`src/rtl/lsu_mem_initiator_pkg.sv`:
```
// Shared definitions for the load/store initiator: access modes, FSM states
// and the alignment predicate reused by the data memory and hazard logic.
package lsu_mem_initiator_pkg;

    localparam logic [1:0] MODE_BYTE = 2'b00;
    localparam logic [1:0] MODE_HALF = 2'b01;
    localparam logic [1:0] MODE_WORD = 2'b10;
    localparam logic [1:0] MODE_RSVD = 2'b11;

    typedef enum logic [1:0] {
        ST_IDLE  = 2'd0,
        ST_ISSUE = 2'd1,
        ST_RESP  = 2'd2
    } lsu_state_t;

    // True when the access cannot be served: reserved mode or an address
    // that is not a multiple of the access size.
    function automatic logic is_misaligned(input logic [1:0] mode,
                                           input logic [1:0] addr_lo);
        logic bad;
        case (mode)
            MODE_BYTE: bad = 1'b0;
            MODE_HALF: bad = addr_lo[0];
            MODE_WORD: bad = |addr_lo;
            default:   bad = 1'b1;
        endcase
        return bad;
    endfunction

endpackage

```
`src/rtl/lsu_load_align.sv`:
```
// Picks the addressed byte/halfword out of a memory word and sign- or
// zero-extends it to 32 bits.
module lsu_load_align
    import lsu_mem_initiator_pkg::*;
(
    input  logic [31:0] word,
    input  logic [1:0]  addr_lo,
    input  logic [1:0]  mode,
    input  logic        is_signed,
    output logic [31:0] ext
);

    logic [7:0]  lane_b;
    logic [15:0] lane_h;

    // NOTE: every combinational output gets a default before the case, so no
    // path through the block leaves it unassigned and no latch is inferred.
    always_comb begin
        ext    = word;
        lane_b = word[7:0];
        lane_h = addr_lo[1] ? word[31:16] : word[15:0];
        case (addr_lo)
            2'd0: lane_b = word[7:0];
            2'd1: lane_b = word[15:8];
            2'd2: lane_b = word[23:16];
            2'd3: lane_b = word[31:24];
            default: lane_b = word[7:0];
        endcase
        case (mode)
            MODE_BYTE: ext = {{24{is_signed & lane_b[7]}}, lane_b};
            MODE_HALF: ext = {{16{is_signed & lane_h[15]}}, lane_h};
            default:   ext = word;
        endcase
    end

endmodule

```
`src/rtl/lsu_mem_initiator.sv`:
```
// Single-outstanding load/store initiator between the CPU memory stage and a
// word-organised data memory with a valid/ready request/response interface.
module lsu_mem_initiator
    import lsu_mem_initiator_pkg::*;
#(
    parameter int ADDR_WIDTH = 12
) (
    input  logic                  clk,
    input  logic                  clr_n,
    input  logic                  req_valid,
    output logic                  req_ready,
    input  logic                  req_we,
    input  logic [1:0]            req_mode,
    input  logic                  req_signed,
    input  logic [ADDR_WIDTH-1:0] req_addr,
    input  logic [31:0]           req_wdata,
    output logic                  rsp_valid,
    input  logic                  rsp_ready,
    output logic [31:0]           rsp_rdata,
    output logic                  rsp_err,
    output logic [ADDR_WIDTH-1:0] mem_addr,
    output logic [31:0]           mem_wdata,
    output logic [1:0]            mem_mode,
    output logic                  mem_str,
    output logic                  mem_sel,
    output logic                  mem_ld,
    input  logic [31:0]           mem_rdata
);

    lsu_state_t            state, state_next;
    logic                  we_q, signed_q;
    logic [1:0]            mode_q;
    logic [ADDR_WIDTH-1:0] addr_q;
    logic [31:0]           wdata_q;
    logic [31:0]           load_data;
    logic                  accept, misaligned;

    assign accept     = req_valid && req_ready;
    assign misaligned = is_misaligned(req_mode, req_addr[1:0]);

    lsu_load_align u_align (
        .word      (mem_rdata),
        .addr_lo   (addr_q[1:0]),
        .mode      (mode_q),
        .is_signed (signed_q),
        .ext       (load_data)
    );

    always_comb begin
        state_next = state;
        case (state)
            ST_IDLE:  if (accept) state_next = misaligned ? ST_RESP : ST_ISSUE;
            ST_ISSUE: state_next = ST_RESP;
            ST_RESP:  if (rsp_ready) state_next = ST_IDLE;
            default:  state_next = ST_IDLE;
        endcase
    end

    // NOTE: sequential state uses non-blocking assignments so every register
    // samples pre-edge values regardless of block ordering.
    always_ff @(posedge clk or negedge clr_n) begin
        if (!clr_n) state <= ST_IDLE;
        else        state <= state_next;
    end

    // Request fields and response data are only a handful of flops, so all
    // of them reset; an aborted access then leaves nothing stale on mem_*.
    always_ff @(posedge clk or negedge clr_n) begin
        if (!clr_n) begin
            we_q      <= 1'b0;
            signed_q  <= 1'b0;
            mode_q    <= MODE_BYTE;
            addr_q    <= '0;
            wdata_q   <= '0;
            rsp_rdata <= '0;
            rsp_err   <= 1'b0;
        end else if (accept) begin
            we_q      <= req_we;
            signed_q  <= req_signed;
            mode_q    <= req_mode;
            addr_q    <= req_addr;
            wdata_q   <= req_wdata;
            rsp_rdata <= '0;
            rsp_err   <= misaligned;
        end else if (state == ST_ISSUE && !we_q) begin
            rsp_rdata <= load_data;
        end
    end

    // Strobes decode straight from the state register, so an asynchronous
    // reset during ISSUE removes them before the next edge can write.
    assign req_ready = (state == ST_IDLE);
    assign rsp_valid = (state == ST_RESP);
    assign mem_sel   = (state == ST_ISSUE);
    assign mem_ld    = mem_sel;
    assign mem_str   = mem_sel && we_q;
    assign mem_addr  = addr_q;
    assign mem_wdata = wdata_q;
    assign mem_mode  = mode_q;

endmodule

```
`config.mk`:
```
export PLATFORM = sky130hd
export DESIGN_NAME = lsu_mem_initiator
export DESIGN_NICKNAME = d
export VERILOG_FILES = /design/src/rtl/lsu_mem_initiator_pkg.sv /design/src/rtl/lsu_load_align.sv /design/src/rtl/lsu_mem_initiator.sv
export SDC_FILE = /design/constraint.sdc
export NUM_CORES = 1
export LEC_CHECK = 0
export BUFFER_PORTS_ARGS = -buffer_cell sky130_fd_sc_hd__buf_2
export CORE_MARGIN = 2
export CORE_UTILIZATION = 40
export DETAILED_ROUTE_END_ITERATION = 10
export PLACE_DENSITY = 0.69
export SLEW_MARGIN = 5
export SYNTH_ARGS = -nofsm -noshare
export SYNTH_HDL_FRONTEND = slang
export SYNTH_SLANG_ARGS = --single-unit
```
`constraint.sdc`:
```
create_clock -name clk -period 1.9 [get_ports clk]
set_input_delay 0.38 -clock clk [delete_from_list [all_inputs] [get_ports clk]]
set_output_delay 0.38 -clock clk [all_outputs]
set_load 0.01 [all_outputs]
```
==> impl_results.md <==
- Most used cells in the layout excluding fill and tap cells: 166 x buf_2, 83 x dfrtp_1, 46 x mux2_2
- Max Clock Skew: 9.59 ps
- WP data required: ~1500 ps
- Number of cells traversed by the worst hold path: 2
- Post-route DRC violation count: 0
- Standard cell with the maximum stage delay on the critical path: dfrtp_1
- Number of nets in the layout: around 550
- Worst hold slack after final layout: approximately 260 ps
- Number of sinks driven by the clock tree: 83
- Overall via count from detail_route: 2974
- Worst IR Drop VDD: about 0.00073 V
- Critical register-to-register path endpoint: mem_addr[3]
- Startpoint of the lowest-slack register-to-register path: state[1]
- Total negative slack for setup checks: 0 ps
- Post-detailed-route wirelength per cell: between 15 and 20 µm
- Relative max-transition margin: roughly 63%
- Number of unique standard cell types used by synthesis: 32
- Achievable Freq: roughly 580 MHz
- Average via count per standard cell: 5.15
- Count of nets left with antenna violations after detail routing: 0
- Global-route wire length before repair: about 15000 µm
- Post-CTS Setup Inserts: 0
- Critical path data arrival time: between 1000 and 1500 ps
- Master cell of the clock root buffer: clkbuf_8
- Final cell count without fillers: slightly below 600
- Die extent in x: approximately 99 µm
- Floorplan die area: slightly below 10000 µm²
- Summed instance area of the synthesized netlist: 3600 µm²
- Per-instance average area after synthesis: ~12 µm²
- CP cell instances: nor2b_1, and2_1, buf_2
- Insertion delay of the later-clocked pin in the worst-skew pair: roughly 350 ps
- Static Leak: ~2.4 nW
- Count of maximum capacitance violations: 0
- Final setup violating endpoints: 0
- Shortest period the worst path allows: approximately 1700 ps
- Number of port buffers: ~170
- Placed Cells: about 560
- Most frequent standard cell in the layout excluding fill and tap cells: buf_2
- Pre-CTS WS: roughly 180 ps
- Final clock period utilization by the worst path: between 90% and 100%
- Final hold violations: 0
- CTS tree: built
- Clock input transition at the sequential cells of the worst setup and hold paths: approximately 80 ps
- Maximum fanout along the worst path: 7
- Maximum number of pins on one net before global-route repair: 45
- Routability congestion estimate: between 0.8 and 0.9
- Post-detailed-placement half-perimeter wirelength: between 7000 and 8000 µm
- Instance count on the critical path: 3
- Total length of routed wires: between 9000 and 10000 µm
- Buffer levels on the longest clock path: 2
- Number of buffers and inverters on the critical path: 1
- Worst setup slack for register-to-register paths: approximately 190 ps
- Unrepaired setup endpoints after global routing: false
- TritonRoute pass-1 iters: 4
- Overall die height: slightly below 100 µm
- Number of standard cells after synthesis: 292
- WS Path Type: reg2out
- Vias in the first global route: 3092
- Category of the worst setup path launch point: flop
- Total global routing track utilization: 19.8%
- Drt initial violations: 73
- Maximum single-stage delay on the critical path: about 450 ps
- Share of final-layout standard cells stronger than drive strength 1: a little over half
- Seq/Total Area, Yosys: 57.7%
- Delay-heaviest family, CP: flip-flops
- Final setup slack of the worst path: around 180 ps
- End point of the critical path: mem_str
- Final core utilization: 55.3%
- Site Rows: 34
- Result of the run: finished, final reports clean
- Count of final max-slew check failures: 0
- Top Ports: around 170
- Area growth from synthesis to final layout: 33.9%
- Effective utilization at floorplan: just over 40%
- Register bit total from synthesis: 83
- Core footprint: slightly below 9000 µm²
- Synth Warn #: 0
- Worst Reg-to-Reg Cells: 3
- Number of antenna violations at the first check in global routing: 0
- Overflow left after global routing: 0
- Total nets after synthesis: between 300 and 400
- Startpoint of the worst setup timing path: state[0]
- Critical Path End Type: output pin
- Clock buffer count from CTS: 9
- H-tree depth reported by CTS: 3
- Power per Cell Area: about 1500 nW/µm²
- Diode count: 0
- Slew at the pin with the worst max-slew slack: about 550 ps
- Type of the tightest min-delay check: in2reg
-- worst min-delay path by stage --
stage                        from             to  slack [ps]
finish              req_wdata[28]  mem_wdata[28]         260
global route         req_addr[10]   mem_addr[10]         230
CTS                 req_wdata[28]  mem_wdata[28]         240
detailed placement          clr_n  rsp_rdata[28]         300
global placement            clr_n  rsp_rdata[28]         300
floorplan                   clr_n    mem_addr[0]          80
-- sequential cells by signal, indices dropped and copies added (netlist names) --
register	flops
rsp_err	1
mem_wdata	32
mem_addr	12
we_q	1
signed_q	1
state	2
rsp_rdata	32
mem_mode	2
-- Yosys cell counts --
master / count / area, µm²
nor2_2: 1 / 6.26
or3_1: 7 / 43.8
o21a_1: 3 / 22.5
buf_6: 1 / 11.3
mux2i_1: 10 / 100
nand2b_1: 2 / 12.5
or3b_4: 1 / 11.3
buf_4: 2 / 15.0
a221o_1: 17 / 170
dfrtp_1: 83 / 2080
mux2_2: 46 / 518
inv_1: 2 / 7.51
nor3b_2: 1 / 12.5
o21bai_1: 1 / 7.51
and2_1: 1 / 6.26
nor2_1: 2 / 7.51
nor3b_1: 2 / 15.0
o22a_1: 1 / 8.76
a211oi_1: 1 / 7.51
o21ai_0: 27 / 135
o211a_4: 1 / 17.5
o21ai_1: 13 / 65.1
buf_2: 11 / 55.1
nand2_1: 26 / 97.6
a21oi_1: 17 / 85.1
nor2b_1: 4 / 25.0
buf_1: 2 / 7.51
or2_1: 1 / 6.26
o22ai_2: 1 / 12.5
inv_2: 1 / 3.75
clkbuf_1: 2 / 7.51
nor2_4: 2 / 22.5
-- report_power, final --
group / internal, mW / leakage (nW) / total, mW / switching, mW
sequential: 2.50 / 1.04 / 2.96 / 0.458
clock: 0.649 / 0.0999 / 1.29 / 0.636
combinational: 1.55 / 1.26 / 3.21 / 1.66
total: 4.71 / 2.41 / 7.46 / 2.75
-- cell families (layout without fill, tap and decap cells) --
family | Yosys count | after routing | synth area share [%]
AO/OA/AOI/OAI | 82 | 82 | 14.8
buffers and inverters | 21 | 199 | 2.99
flip-flops | 83 | 83 | 57.7
multiplexers | 56 | 56 | 17.2
AND/OR/NAND/NOR | 50 | 50 | 7.40
-- layout make-up --
type / instances / area [µm²]
Fill cell: 769 / 3900
Sequential cell: 83 / 2080
Multi-Input combinational cell: 188 / 1420
Timing Repair Buffer: 180 / 976
Clock buffer: 11 / 141
Tap cell: 108 / 135
Clock inverter: 5 / 60.1
Inverter: 3 / 11.3
-- layer usage --
metal	vias up	global-route usage [%]	part of all wire (%)
met4	0	5.90	1.4
met1	1416	24.8	42
li1	1402	-	-
met5	-	0	0
met3	8	8.01	11
met2	148	31.8	47
-- timing repair --
action                    in CTS  in global routing
hold buffers                   1                  0
gates resized for setup        0                  0
hold endpoints to repair      20                  0
-- stage by stage --
stage / total power [mW] / instance area, µm²
2_1_floorplan: 4.85 / 3600
3_3_place_gp: 6.15 / 4610
3_5_place_dp: 6.25 / 4610
4_1_cts: 7.54 / 4820
5_1_grt: 8.00 / 4820
6_report: 7.46 / 4820
Power figures use the tool's default switching activity.
